`config.mk`:
```
export PLATFORM = sky130hd
export DESIGN_NAME = fetch_if_id
export DESIGN_NICKNAME = d
export VERILOG_FILES = /design/src/rtl/fetch_pkg.sv /design/src/rtl/fetch_skid_buf.sv /design/src/rtl/fetch_if_id.sv
export SDC_FILE = /design/constraint.sdc
export NUM_CORES = 1
export LEC_CHECK = 0
export ABC_CLOCK_PERIOD_IN_PS = 2100
export CAP_MARGIN = 10
export CELL_PAD_IN_SITES_DETAIL_PLACEMENT = 2
export CELL_PAD_IN_SITES_GLOBAL_PLACEMENT = 2
export CORE_UTILIZATION = 31
export DETAILED_ROUTE_END_ITERATION = 6
export GPL_TIMING_DRIVEN = 0
export PLACE_DENSITY_LB_ADDON = 0.2
export SLEW_MARGIN = 20
export SYNTH_ARGS = -nofsm -noshare
export SYNTH_HDL_FRONTEND = slang
export SYNTH_HIERARCHICAL = 1
export SYNTH_SLANG_ARGS = --single-unit
```
`constraint.sdc`:
```
create_clock -name clk -period 2.1 [get_ports clk]
set_input_delay 0.21 -clock clk [delete_from_list [all_inputs] [get_ports clk]]
set_output_delay 0.21 -clock clk [all_outputs]
set_load 0.03 [all_outputs]
```
`src/rtl/fetch_pkg.sv`:
```
// Shared types and constants for the instruction fetch stage.
package fetch_pkg;

  localparam int PC_W = 32;

  localparam logic [PC_W-1:0] DEFAULT_RESET_PC = 32'h0000_0000;
  localparam logic [PC_W-1:0] NOP_INSTR        = 32'h0000_0013;

  typedef enum logic [1:0] {
    IDLE = 2'd0,
    REQ  = 2'd1,
    WAIT = 2'd2,
    HOLD = 2'd3
  } fetch_state_e;

endpackage

```
`src/rtl/fetch_skid_buf.sv`:
```
// One-entry instruction/pc holding slot for a word that returns while decode is stalled.
// Latency: written on the load edge, visible the cycle after; flush has priority over load.
// Backpressure: none of its own; the fetch FSM never loads it while it is full.
module fetch_skid_buf
  import fetch_pkg::*;
(
  input  logic            clk,
  input  logic            rst_n,
  input  logic            load,
  input  logic            unload,
  input  logic            flush,
  input  logic [PC_W-1:0] load_instr,
  input  logic [PC_W-1:0] load_pc,
  output logic            empty,
  output logic [PC_W-1:0] instr,
  output logic [PC_W-1:0] pc
);

  logic full;

  always_ff @(posedge clk or negedge rst_n) begin
    if (!rst_n) begin
      full  <= 1'b0;
      instr <= '0;
      pc    <= '0;
    end else if (flush) begin
      full <= 1'b0;
    end else if (load) begin
      full  <= 1'b1;
      instr <= load_instr;
      pc    <= load_pc;
    end else if (unload) begin
      full <= 1'b0;
    end
  end

  assign empty = !full;

endmodule

```
`src/rtl/fetch_if_id.sv`:
```
// Instruction fetch FSM with IF/ID register; one outstanding imem request at a time.
// Latency: one instruction per 2 cycles at zero wait; first id_valid 3 edges after reset.
// Backpressure: stall_i holds IF/ID, one extra returning word parks in the skid slot.
module fetch_if_id
  import fetch_pkg::*;
#(
  parameter logic [PC_W-1:0] RESET_PC  = DEFAULT_RESET_PC,
  parameter logic [PC_W-1:0] NOP_INSTR = fetch_pkg::NOP_INSTR
) (
  input  logic            clk,
  input  logic            rst_n,
  output logic            imem_req_valid,
  input  logic            imem_req_ready,
  output logic [PC_W-1:0] imem_req_addr,
  input  logic            imem_rsp_valid,
  input  logic [PC_W-1:0] imem_rsp_data,
  input  logic            stall_i,
  input  logic            redirect_valid,
  input  logic [PC_W-1:0] redirect_pc,
  output logic            id_valid,
  output logic [PC_W-1:0] id_instr,
  output logic [PC_W-1:0] id_pc,
  output logic [PC_W-1:0] id_pc_plus4
);

  fetch_state_e    state;
  logic [PC_W-1:0] pc;
  logic [PC_W-1:0] req_pc;
  logic            kill;
  logic            req_valid_q;

  logic            slot_free;
  logic            skid_load;
  logic            skid_unload;
  logic            skid_empty;
  logic [PC_W-1:0] skid_instr;
  logic [PC_W-1:0] skid_pc;
  logic [PC_W-1:0] redirect_tgt;

  assign slot_free    = !id_valid || !stall_i;
  assign redirect_tgt = redirect_pc & ~32'h0000_0003;
  assign skid_load    = !redirect_valid && (state == WAIT) && imem_rsp_valid && !kill && !slot_free;
  assign skid_unload  = !redirect_valid && (state == HOLD) && !stall_i;

  fetch_skid_buf u_skid (
    .clk        (clk),
    .rst_n      (rst_n),
    .load       (skid_load),
    .unload     (skid_unload),
    .flush      (redirect_valid),
    .load_instr (imem_rsp_data),
    .load_pc    (req_pc),
    .empty      (skid_empty),
    .instr      (skid_instr),
    .pc         (skid_pc)
  );

  always_ff @(posedge clk or negedge rst_n) begin
    if (!rst_n) begin
      state       <= IDLE;
      req_valid_q <= 1'b0;
      pc          <= RESET_PC;
      req_pc      <= '0;
      kill        <= 1'b0;
      id_valid    <= 1'b0;
      id_instr    <= NOP_INSTR;
      id_pc       <= '0;
    end else if (redirect_valid) begin
      id_valid <= 1'b0;
      id_instr <= NOP_INSTR;
      pc       <= redirect_tgt;
      case (state)
        IDLE: begin
          state       <= REQ;
          req_valid_q <= 1'b1;
        end
        REQ: begin
          // Accepted in the same cycle: the word in flight is stale.
          if (imem_req_ready) begin
            kill        <= 1'b1;
            state       <= WAIT;
            req_valid_q <= 1'b0;
          end
        end
        WAIT: begin
          if (imem_rsp_valid) begin
            kill        <= 1'b0;
            state       <= REQ;
            req_valid_q <= 1'b1;
          end else begin
            kill <= 1'b1;
          end
        end
        HOLD: begin
          state       <= REQ;
          req_valid_q <= 1'b1;
        end
      endcase
    end else begin
      // Consumption; a load later in this block overrides it.
      if (id_valid && !stall_i) begin
        id_valid <= 1'b0;
        id_instr <= NOP_INSTR;
      end
      case (state)
        IDLE: begin
          state       <= REQ;
          req_valid_q <= 1'b1;
        end
        REQ: begin
          if (imem_req_ready) begin
            req_pc      <= pc;
            state       <= WAIT;
            req_valid_q <= 1'b0;
          end
        end
        WAIT: begin
          if (imem_rsp_valid) begin
            if (kill) begin
              kill        <= 1'b0;
              state       <= REQ;
              req_valid_q <= 1'b1;
            end else if (slot_free) begin
              id_valid    <= 1'b1;
              id_instr    <= imem_rsp_data;
              id_pc       <= req_pc;
              pc          <= req_pc + 32'd4;
              state       <= REQ;
              req_valid_q <= 1'b1;
            end else begin
              pc    <= req_pc + 32'd4;
              state <= HOLD;
            end
          end
        end
        HOLD: begin
          if (!stall_i) begin
            id_valid    <= 1'b1;
            id_instr    <= skid_instr;
            id_pc       <= skid_pc;
            state       <= REQ;
            req_valid_q <= 1'b1;
          end
        end
      endcase
    end
  end

  assign imem_req_valid = req_valid_q;
  assign imem_req_addr  = pc;
  assign id_pc_plus4    = id_pc + 32'd4;

endmodule
```
==> results.txt, run 1 <==
The flow ran to the end, but the final reports show violations. The final reports fail on negative setup slack. The worst-case clock buffer depth came out at 2. The time the final worst path needs with I/O delays and setup is 2512 ps.

The later-pin clock latency in the skew report is 460 ps. The total instance count after detailed placement is 1632. The share of final-layout standard cells stronger than drive strength 1 came out at 27.88%. Summing all non-filler instances in the final layout gives an area of 14690 µm². For this block, the routed nets add up to 38120 µm of wire. The CTS tree is built.

In the finished design, the share of the clock period the worst path needs comes to 119.6%. The first detailed-routing pass ran for 4 iterations. The clock skew after layout is 10.49 ps. At the pin with the least slew margin, the transition time is 850.5 ps. The count of buffers from port buffering came out at 197. The via density per instance is 5.116. The wire length per cell after detailed routing is 22.46 µm.

The initial antenna violation count is 2. In this run the cell area measured after placement is 13450 µm². The worst setup path is captured at a primary output.

The wire length of the first global-routing pass is 59100 µm. The gate count after technology mapping came out at 985. Measured along the x axis, the die boundary spans 187.8 µm. The violation count after the first detailed-route iteration came out at 365. The H-tree level count is 4. The number of clock sinks seen by CTS came out at 197. The capture point of the worst reg-to-reg path is id_instr[31].

In this run the critical register-to-register path is launched from state[0]. The number of slew-limit violations in the final report came out at 0. STA classifies the critical path startpoint as a register. The peak ir drop on the vdd network is 0.7170 mV. The remaining routing DRC violations came out at 0. The layout overhead on the synthesized area is 37.30%. The congestion estimate from routability-driven global placement came to 0.7864.

The number of inserted filler cells in the final layout is 3510. The count of endpoints failing setup in the final report is 21. The analysis attributes to cell leakage a power of 6.340 nW. The die area is 35250 µm². The ratio of total power to cell area is 1336 nW/µm². The number of nets in the finished design is 1310. The worst hold path belongs to the class in -> async. The via count of the first global-routing pass is 9630. For the worst setup path, the data required time is 1890 ps.

The synthesized area per cell came out at 10.86 µm². The net count of the mapped netlist came out at 1060. The number of I/O pins is 200. Clock tree synthesis selected as its root buffer the cell clkbuf_16. The synthesized netlist occupies a cell area of 10700 µm².

The pin count of the biggest net entering global routing came out at 92. Summed over all nets, the half-perimeter wirelength after detailed placement is 26310 µm. The effective utilization at floorplan came out at 31.74%. The total vias in the final route is 8682. The post-layout instance count excluding filler cells is 1697. Setup slack on the worst reg-to-reg path comes out at 100 ps. The setup slack of the critical path after layout came out at -411.6 ps. The worst-case reg-to-reg path depth came out at 8. The synthesis warning total is 6. The remaining max-slew budget at the tightest pin came out at 43.30%. The number of hold-slack violations in the final timing report is 0. The die is 187.8 µm tall. The max-capacitance violation count came out at 0. Row generation in the floorplan step produced 67 rows. The arrival time at the worst endpoint came out at 2300 ps. Summed over all layers, the global routing overflow is 0.

The overall routing resource usage is 22.03%. Timing would allow up to 0.3981 GHz. The post-route antenna net violation count is 0. The clock transition time at the flip-flop clock pins of the worst setup and hold paths is 80 ps. The class of the most critical setup path is reg -> out. The number of buffers added by the clock tree synthesis step is 17. Setup repair after global routing could not meet its margin everywhere.

The area inside the core boundary came out at 33700 µm². The worst-path maximum fanout came out at 4.
## stage by stage
| stage | setup TNS [ps] | hold WS, ps | total power, mW | utilization, % | setup slack (ps) |
|---|---|---|---|---|---|
| 6_report | -5380 | 181.5 | 19.62 | 43.58 | -411.6 |
| 2_1_floorplan | -85.04 | -85.59 | 11.95 | - | -36.58 |
| 3_5_place_dp | -91770 | 60.29 | 15.82 | 39.91 | -1122 |
| 5_1_grt | -7562 | 185.6 | 20.75 | 43.58 | -509.3 |
| 4_1_cts | -5911 | 161.2 | 19.69 | 43.11 | -499.1 |
| 3_3_place_gp | -1683360 | 482.4 | 15.49 | 39.73 | -8938 |
## final cells by class
class                   count  area (µm²)  area share, %
flip-flops and latches    197        4949          33.69
repair buffers            233        2379          16.20
multi-input cells         711        5708          38.87
diodes                      1       2.502        0.01704
inverters                  12       45.04         0.3067
well taps                 448       560.5          3.817
plain buffers              63       451.7          3.075
clock buffers              19       452.9          3.084
clock inverters            13       138.9         0.9456
## repair_timing
item                       4_1_cts  5_1_grt
hold buffers                     1        0
gates cloned                     1        1
pin swaps                       11        8
hold endpoints to repair       194        0
buffers inserted                25        7
gates resized for setup        213       54
setup endpoints to repair      177      122
## worst max path at each step
stage,from,endpoint,slack (ps),depth (start not counted)
2_1_floorplan,id_pc[2],id_pc_plus4[28],-40,5
3_3_place_gp,rst_n,id_pc[3],-8940,1
3_5_place_dp,id_pc[2],id_pc_plus4[20],-1120,6
4_1_cts,id_pc[3],id_pc_plus4[28],-500,6
5_1_grt,id_pc[3],id_pc_plus4[24],-510,9
6_report,id_pc[3],id_pc_plus4[28],-410,6
## cell usage in the layout (no fill, tap or decap), types with 4 or more instances in the layout
cell,n
a21oi_1,101
and2_1,29
and3_1,9
buf_12,10
buf_2,12
buf_4,38
buf_6,18
clkbuf_1,17
clkbuf_16,19
clkbuf_2,15
clkbuf_4,5
clkdlybuf4s50_1,167
clkinv_4,4
dfrtp_1,182
dfrtp_2,12
inv_1,11
inv_6,4
mux2_2,67
mux2_4,60
mux2i_1,67
nand2_1,66
nand2_2,5
nand3_1,19
nand3_2,7
nand3_4,4
nand4_1,11
nor2_1,83
nor2_4,5
nor2b_1,4
nor3_1,32
nor4_4,5
o21ai_0,14
o221ai_1,17
xnor2_1,18
xnor2_2,10
xor2_1,21
## sequential cells by signal, summed over array words and instances, names as in the netlist
register and count:
id_instr 32, id_pc 32, imem_req_addr 32, req_pc 32, u_skid/instr 32, u_skid/pc 32
state 2, id_valid 1, imem_req_valid 1, kill 1
## worst max-delay path: stages (launching register included)
cell,delay [ps]
dfrtp_2,420
ha_4,150
nand4_1,200
or3_4,470
nor3b_4,260
xor2_2,170
buf_6,150
## layer usage
metal | part of all wire [%] | vias to the layer above | track usage (%)
met5 | 0.029 | - | 0
met4 | 1.7 | 2 | 6.004
met3 | 3.0 | 36 | 4.061
met2 | 49 | 151 | 36.48
met1 | 46 | 4541 | 29.38
li1 | - | 3952 | -
## power breakdown
group          internal, mW  leakage, nW  switching (mW)
Sequential             4.83         2.52            1.51
Clock                  1.75        0.295            1.68
Combinational          4.26         3.52            5.58
Note: power is estimated with default switching activity, not from simulation.
==> run 2, diff against run 1 <==
--- a/config.mk
+++ b/config.mk
@@ -9,7 +9,8 @@
 export CAP_MARGIN = 10
 export CELL_PAD_IN_SITES_DETAIL_PLACEMENT = 2
 export CELL_PAD_IN_SITES_GLOBAL_PLACEMENT = 2
-export CORE_UTILIZATION = 31
+export CORE_UTILIZATION = 30
+export CTS_CLUSTER_SIZE = 40
 export DETAILED_ROUTE_END_ITERATION = 6
 export GPL_TIMING_DRIVEN = 0
 export PLACE_DENSITY_LB_ADDON = 0.2
==> run 2 against run 1 <==
Net effect: the run still ends with negative setup slack left; sequential cell count unchanged; die area increased by 3.3%; critical path depth increased by 1; first-iteration DRC count decreased by 0.27%; setup slack improved by 38 ps; register-to-register slack got worse by 220 ps; critical endpoint is now id_pc_plus4[30]; highest routed layer is now met4.
==> results.txt, run 2 (synthesis gave the netlist of run 1 again) <==
The run finished, with violations left. The checks that failed: negative setup slack. The die area is 36410 µm² (+3.3%). The post-route antenna net violation count came out at 0 (unchanged). The startpoint of the worst-slack reg-to-reg timing path is state[0].

The setup slack of the critical path after layout is -374.0 ps (+37.63 ps). The clock skew after layout is 22.92 ps (+12.43 ps). The count of buffers from port buffering came out at 197 (unchanged). The max-capacitance violation count came out at 0 (unchanged). The reported leakage power was 6.476 nW (+2.1%). The time the final worst path needs with I/O delays and setup came to 2474 ps (-37.63 ps). The global placer's final weighted congestion came out at 0.7854 (-0.13%). The via count of the first global-routing pass came out at 9489 (-1.5%). The horizontal die dimension came to 190.8 µm (+1.6%).

The arrival time at the worst endpoint is 2260 ps (-40 ps). The number of clock sinks seen by CTS is 197 (unchanged). The row count is 68 (+1.5%). The worst endpoint required time came out at 1890 ps (about the same). The total global routing overflow is 0 (unchanged). The number of optimization iterations in the first detailed-route pass was 4 (unchanged).

The vertical die dimension came out at 190.8 µm (+1.6%). In the layout the commonest cells are dfrtp_1, clkdlybuf4s50_1, a21oi_1. The worst register-to-register path ends at u_skid/instr[5]. The H-tree level count came out at 4 (unchanged). The ratio of total power to cell area is 1323 nW/µm² (-0.98%). The transition at the pin with the smallest max-transition slack is 732.7 ps (-117.8 ps). The flop-to-flop setup slack came out at -120 ps (-220 ps).

The number of inserted filler cells in the final layout is 3580 (+2.0%). The effective utilization at floorplan is 30.74% (-1.0 points). The launch point of the critical path is id_pc[3]. The number of I/O pins came out at 200 (unchanged). The number of buffers added by the clock tree synthesis step is 17 (unchanged).

The worst-case clock buffer depth is 2 (unchanged). The overall routing resource usage came out at 21.50% (-0.53 points). The later-pin clock latency in the skew report is 460 ps (about the same).

The layout overhead on the synthesized area came out at 40.61%. The number of slew-limit violations in the final report is 0 (unchanged). The count of endpoints failing setup in the final report is 77 (+270%). The number of nets in the finished design is 1332 (+1.7%). The library cell used most frequently in the layout, excluding fill and tap cells, is dfrtp_1. The wire length per cell after detailed routing came out at 22.51 µm (+0.20%). The initial antenna violation count is 3 (+1). The remaining routing DRC violations is 0 (unchanged). The number of hold-slack violations in the final timing report came to 0 (unchanged). The min-delay analysis places its worst path in the category in -> async. The most critical setup path has its endpoint at id_pc_plus4[30].

The final design utilization came to 43.22% (-0.36 points). STA classifies the critical path startpoint as a register. The share of final-layout standard cells stronger than drive strength 1 was 29.45% (+1.6 points). The cell chosen for the clock root is clkbuf_16. The pin count of the biggest net entering global routing came out at 90 (-2.2%). The total vias in the final route was 8707 (+0.29%). The peak ir drop on the vdd network was 0.7880 mV (+9.9%). The type of element capturing the critical path is a primary output. The maximum frequency from static timing analysis came to 0.4042 GHz (+1.5%).

The worst-case reg-to-reg path depth is 13 (+5). The area inside the core boundary is 34800 µm² (+3.3%). By startpoint and endpoint, the worst setup path is classified as reg -> out.

The sum of routed wire length over all layers came to 38890 µm (+2.0%). The wire length of the first global-routing pass is 58690 µm (-0.69%). The clock transition time at the flip-flop clock pins of the worst setup and hold paths was 90 ps (about the same). The via density per instance is 5.039 (-1.5%).

The violation count after the first detailed-route iteration came out at 364 (-0.27%). The final critical-path share of the clock period is 117.8% (-1.8 points). The total power came out at 19.89 mW (+1.4%). The remaining max-slew budget at the tightest pin is 51.15% (+7.9 points). The half-perimeter wire length of the detailed placement result is 26220 µm (-0.36%).

The worst-path maximum fanout came out at 3 (-1). TritonCTS built the clock tree. Setup repair after global routing could not meet its margin everywhere.
run 2: cell types whose count changed in the layout (fill, tap and decap cells not counted), moves of 3 or more:
cell      delta
clkbuf_2     -4
mux2_2       -4
buf_4       +13
mux2_4       +4
clkbuf_4     +5
dfrtp_1      -4
clkbuf_1     -3
dfrtp_2      +4
buf_16       +5
buf_12       +5
run 2: worst max-delay path, cell delays in order, from the launching register on:
cell,delay (ps)
dfrtp_2,410
ha_4,150
nand4_1,110
buf_6,150
or3_4,410
nor3b_4,250
xor2_2,170
buf_6,150
run 2: worst min-delay path by stage:
| stage | start | endpoint | depth (start not counted) |
|---|---|---|---|
| after detailed placement | rst_n | id_pc[14] | 1 |
| after CTS | rst_n | u_skid/pc[20] | 2 |
| after floorplan | rst_n | id_instr[10] | 0 |
| final | rst_n | u_skid/pc[20] | 2 |
| after global routing | rst_n | imem_req_addr[15] | 2 |
| after global placement | req_pc[14] | u_skid/pc[14] | 1 |
run 2: cell type report:
cell class | instances | area, µm² | share of cell area (%)
Inverter | 12 | 45.04 | 0.2995
Sequential cell | 197 | 4954 | 32.93
Timing Repair Buffer | 256 | 2685 | 17.85
Buffer | 62 | 485.5 | 3.228
Tap cell | 455 | 569.3 | 3.785
Antenna cell | 3 | 7.507 | 0.04991
Multi-Input combinational cell | 711 | 5705 | 37.93
Clock inverter | 13 | 136.4 | 0.9067
Clock buffer | 19 | 452.9 | 3.011
run 2: power breakdown:
group          switching, mW  internal [mW]
combinational           5.73           4.46
sequential              1.44           4.84
clock                   1.68           1.74
run 2: what timing repair did:
action                                 in CTS  in global routing
setup endpoints to repair                 175                168
pin swaps                                  12                  7
hold buffers                                1                  0
buffers inserted                           36                 15
gates resized for setup                   229                 78
endpoints found under the hold margin      65                  0
cloned                                      6                  0
run 2: routing by layer:
layer	up-vias	share of wire [%]	GRT usage, %
met1	4516	47	28.89
met4	0	1.5	6.000
met2	153	48	35.44
li1	4012	-	-
met3	26	3.5	3.533
met5	-	0	0
run 2: through the flow:
step | hold WS [ps] | setup WS [ps] | cell area [µm²] | instances | TNS, ps
finish | 208.2 | -374.0 | 15040 | 1728 | -8912
global route | 223.1 | -444.7 | 15040 | 1727 | -15300
CTS | 197.0 | -396.6 | 14810 | 1713 | -6245
detailed placement | 84.91 | -1085 | 13460 | 1639 | -88870
global placement | 481.1 | -9073 | 13400 | 1637 | -1707530
floorplan | -85.59 | -36.58 | 10860 | 985 | -85.04
==> run 3, diff against run 2 <==
--- a/config.mk
+++ b/config.mk
@@ -17,5 +17,4 @@
 export SLEW_MARGIN = 20
 export SYNTH_ARGS = -nofsm -noshare
 export SYNTH_HDL_FRONTEND = slang
-export SYNTH_HIERARCHICAL = 1
 export SYNTH_SLANG_ARGS = --single-unit
==> run 3 against run 2 <==
Net effect: the flow still finishes with violations (negative setup slack); cell area decreased by 5.9%; power decreased by 14%; fmax about the same; worst hold slack improved by 47 ps; clock-buffer cell count decreased by 1; synthesized cell count decreased by 12%; register-to-register slack improved by 190 ps; combinational power decreased by 23%; critical path depth increased by 1; critical path type unchanged.
==> results.txt, run 3 <==
The effective utilization at floorplan is 30.84% (+0.10 points). The number of flops mapped to enable cells by yosys came out at 0. The internal power of the cells is 10.09 mW (-8.6%).

The count of endpoints failing setup in the final report came to 18 (-77%). The wire length of the first global-routing pass came to 52910 µm (-9.9%). The via count of the first global-routing pass is 8820 (-7.1%).

The number of inserted filler cells in the final layout is 3085 (-14%). The clock skew after layout is 18.77 ps (-4.150 ps). The library cell used most frequently in the layout, excluding fill and tap cells, is dfrtp_1. The ratio of total power to cell area is 1216 nW/µm² (-8.1%). The pin count of the biggest net entering global routing came out at 56 (-38%). The class of the most critical setup path is reg -> out.

The portion of total power attributed to combinational logic is 45.6% (-5.6 points). The overall routing resource usage is 21.19% (-0.31 points). The capture point of the worst reg-to-reg path is id_pc[7]. The part of the power in the clock network is 20.5% (+3.3 points). The worst-path maximum fanout came out at 3 (unchanged). The number of diodes added for antenna fixing came out at 0 (-3). The switching power is 7.111 mW (-20%). The half-perimeter wire length of the detailed placement result is 23030 µm (-12%).

The total vias in the final route was 7949 (-8.7%). The flop-to-flop setup slack is 70 ps (+190 ps). The maximum cell stage delay along the critical path came out at 420 ps (about the same). The count of buffers from port buffering is 197 (unchanged).

Counting instances in the post-synthesis netlist gives the leading cell types as dfrtp_1, nand2_1, nor2_1, mux2_1, a21oi_1. The total power came out at 17.20 mW (-14%). The total length of routed met3 wires came to 1001 µm (-26%). The detailed route wirelength on metal2 is 17310 µm (-7.9%). The run finished, with violations left. Among all flip-flop cells after synthesis, the most frequent one is dfrtp_1. The initial antenna violation count is 0 (-3). In this run the clock root is driven by a clkbuf_16. The horizontal die dimension came out at 180.5 µm (-5.4%). The gate count after technology mapping came out at 864 (-12%). The maximum frequency from static timing analysis is 0.4044 GHz (about the same).

The share of total power consumed by net switching is 41.34% (-3.2 points). The layout overhead on the synthesized area is 48.05%. The signal on the critical path passes through ha_4 > nand4_1 > nor3_2 > buf_4 > nor2b_4 > and3_4 > xor2_2 > buf_6. In the layout the commonest cells are dfrtp_1, clkdlybuf4s50_1, nand2_1. The peak ir drop on the vdd network came out at 0.6062 mV (-23%). The post-route antenna net violation count came out at 0 (unchanged). The synthesis warning total came out at 0 (-6). The violation count after the first detailed-route iteration is 389 (+6.9%). The reported leakage power came to 6.067 nW (-6.3%). Counting flops and latches in the post-synthesis netlist gives 197. The via density per instance came out at 5.109 (+1.4%).

The number of nets in the finished design came out at 1224 (-8.1%). The total instance count after detailed placement is 1460 (-11%). The worst setup path is captured at a primary output. The number of hold-slack violations in the final timing report came out at 0 (unchanged). The launch point of the critical path is id_pc[2].

The number of I/O pins came to 200 (unchanged). The synthesized area per cell is 11.06 µm² (+1.9%). The setup slack of the critical path after layout came out at -372.8 ps (+1.175 ps).

The time the final worst path needs with I/O delays and setup came out at 2473 ps (-1.175 ps). The most frequent cell after synthesis is dfrtp_1. The final design utilization was 45.66% (+2.4 points). The final reports fail on negative setup slack. The worst setup path is launched from a register. The synthesized cell area is 9557 µm² (-11%). The remaining routing DRC violations is 0 (unchanged). The clock transition time at the flip-flop clock pins of the worst setup and hold paths was 70 ps (-20 ps). Following the worst setup path forward leads to its endpoint at id_pc_plus4[24]. The vertical die dimension is 180.5 µm (-5.4%). The tightest min-delay check is of the in -> async type. The later-pin clock latency in the skew report came out at 450 ps (about the same). The worst hold margin is 255.0 ps (+46.83 ps). The worst-case clock buffer depth is 2 (unchanged).

The arrival time at the worst endpoint was 2260 ps (about the same). The max-capacitance violation count came out at 0 (unchanged). The setup TNS is -4283 ps (+4630 ps). Setup repair after global routing could not meet its margin everywhere. The fraction of power consumed by sequential logic came out at 33.9% (+2.3 points). The die area is 32570 µm² (-11%). The number of buffers added by the clock tree synthesis step came out at 17 (unchanged). The sum of routed wire length over all layers is 34550 µm (-11%). The transition at the pin with the smallest max-transition slack is 817.1 ps (+84.32 ps). The share of final-layout standard cells stronger than drive strength 1 is 29.91% (+0.46 points). The final critical-path share of the clock period is 117.8% (about the same). By area the synthesized netlist is led by dfrtp_1, mux2_1, mux2_2, nand2_1, xnor2_1. The share of synthesized area in the top cell type comes to 50.80%.

The net count of the mapped netlist came out at 939 (-11%). The global placer's final weighted congestion is 0.7434 (-5.3%). TritonCTS built the clock tree. The startpoint of the worst-slack reg-to-reg timing path is state[0]. The total global routing overflow came out at 0 (unchanged). The number of slew-limit violations in the final report is 0 (unchanged). The top routing layer in use is met4. The number of clock sinks seen by CTS came out at 197 (unchanged). The fraction of registers with async set/reset is 100.0%. The remaining max-slew budget at the tightest pin came to 45.53% (-5.6 points). The H-tree level count came out at 4 (unchanged). The post-layout instance count excluding filler cells was 1556 (-10%). The share of the Yosys chip area taken by registers is 51.62%. On the critical path, the stage with the largest delay is an instance of dfrtp_2. The row count is 64 (-5.9%). The area inside the core boundary is 30990 µm² (-11%). The wire length per cell after detailed routing is 22.20 µm (-1.3%). The worst-case reg-to-reg path depth came out at 10 (-3). The worst endpoint required time is 1890 ps (about the same). The routed metal-1 wirelength came out at 15730 µm (-13%). Summed over all instances, the cell type with the most area after synthesis is dfrtp_1.

The number of optimization iterations in the first detailed-route pass came out at 4 (unchanged). The post-synthesis cell type count came out at 53.
-- run 3: changes by cell type in the layout (fill, tap and decap cells not counted), sizes merged, moves of 21 or more --
| cell | delta |
|---|---|
| buf | +21 |
| a22oi | +29 |
| nor2 | -28 |
| mux2 | -30 |
| and2 | -29 |
| mux2i | -34 |
| nor3 | -30 |
| nand2 | +26 |
| a21oi | -49 |
| o21ai | +24 |
-- run 3: cell type report --
cell class / instances / area [µm²] / share of cell area [%]
sequential: 197 / 4952 / 35.00
inverter: 13 / 48.80 / 0.3449
timing repair buffer: 273 / 2828 / 19.99
clock buffer: 18 / 429.2 / 3.033
tap: 396 / 495.5 / 3.502
clock inverter: 12 / 180.2 / 1.273
multi-input combinational: 593 / 4821 / 34.07
buffer: 54 / 394.1 / 2.786
-- run 3: metrics by stage --
stage,worst slack (ps),area [µm²]
after floorplan,11.29,9671
after global placement,-9002,12140
after detailed placement,-943.0,12230
after CTS,-381.0,13860
after global routing,-491.4,14150
final,-372.8,14150
-- run 3: power by group through the flow --
stage	clock network (mW)	logic, mW	registers (mW)
final	3.53	7.85	5.82
after global routing	3.72	8.35	5.96
after CTS	3.60	7.61	5.78
after detailed placement	0	6.91	5.94
after global placement	0	6.76	5.88
after floorplan	0	3.41	6.41
-- run 3: worst max-delay path: cells and delay by family (launching register included) --
kind | cells | cell delay, ps
xor+xnor | 1 | 150
fa+ha+maj | 1 | 150
buf+inv | 2 | 310
flops | 1 | 420
simple gates | 4 | 800
-- run 3: worst min path at each step --
stage | endpoint | slack (ps)
finish | imem_req_addr[2] | 260
global route | imem_req_addr[2] | 270
CTS | imem_req_addr[2] | 250
detailed placement | imem_req_addr[2] | 140
global placement | id_instr[31] | 460
floorplan | id_instr[10] | -90
-- run 3: what timing repair did --
item / CTS / global route
pin swaps: 21 / 21
cloned: 5 / 3
hold endpoints to repair: 43 / 0
hold buffers: 1 / 0
setup buffers: 47 / 19
setup endpoints to repair: 207 / 165
gates resized for setup: 284 / 63
-- run 3: kinds of logic (layout without fill, tap and decap cells) --
logic type	after synthesis	in the layout	share of synthesized area [%]
compound gates	151	151	9.990
xor+xnor	56	56	5.132
fa+ha+maj	5	5	0.6546
buf+inv	74	370	3.849
flops	197	197	51.62
mux	130	130	14.89
simple gates	251	251	13.86
-- run 3: routing by layer --
metal / track usage, % / vias up
li1: - / 3624
met1: 28.29 / 4160
met2: 36.59 / 143
met3: 2.910 / 22
met4: 4.205 / 0
met5: 0 / -
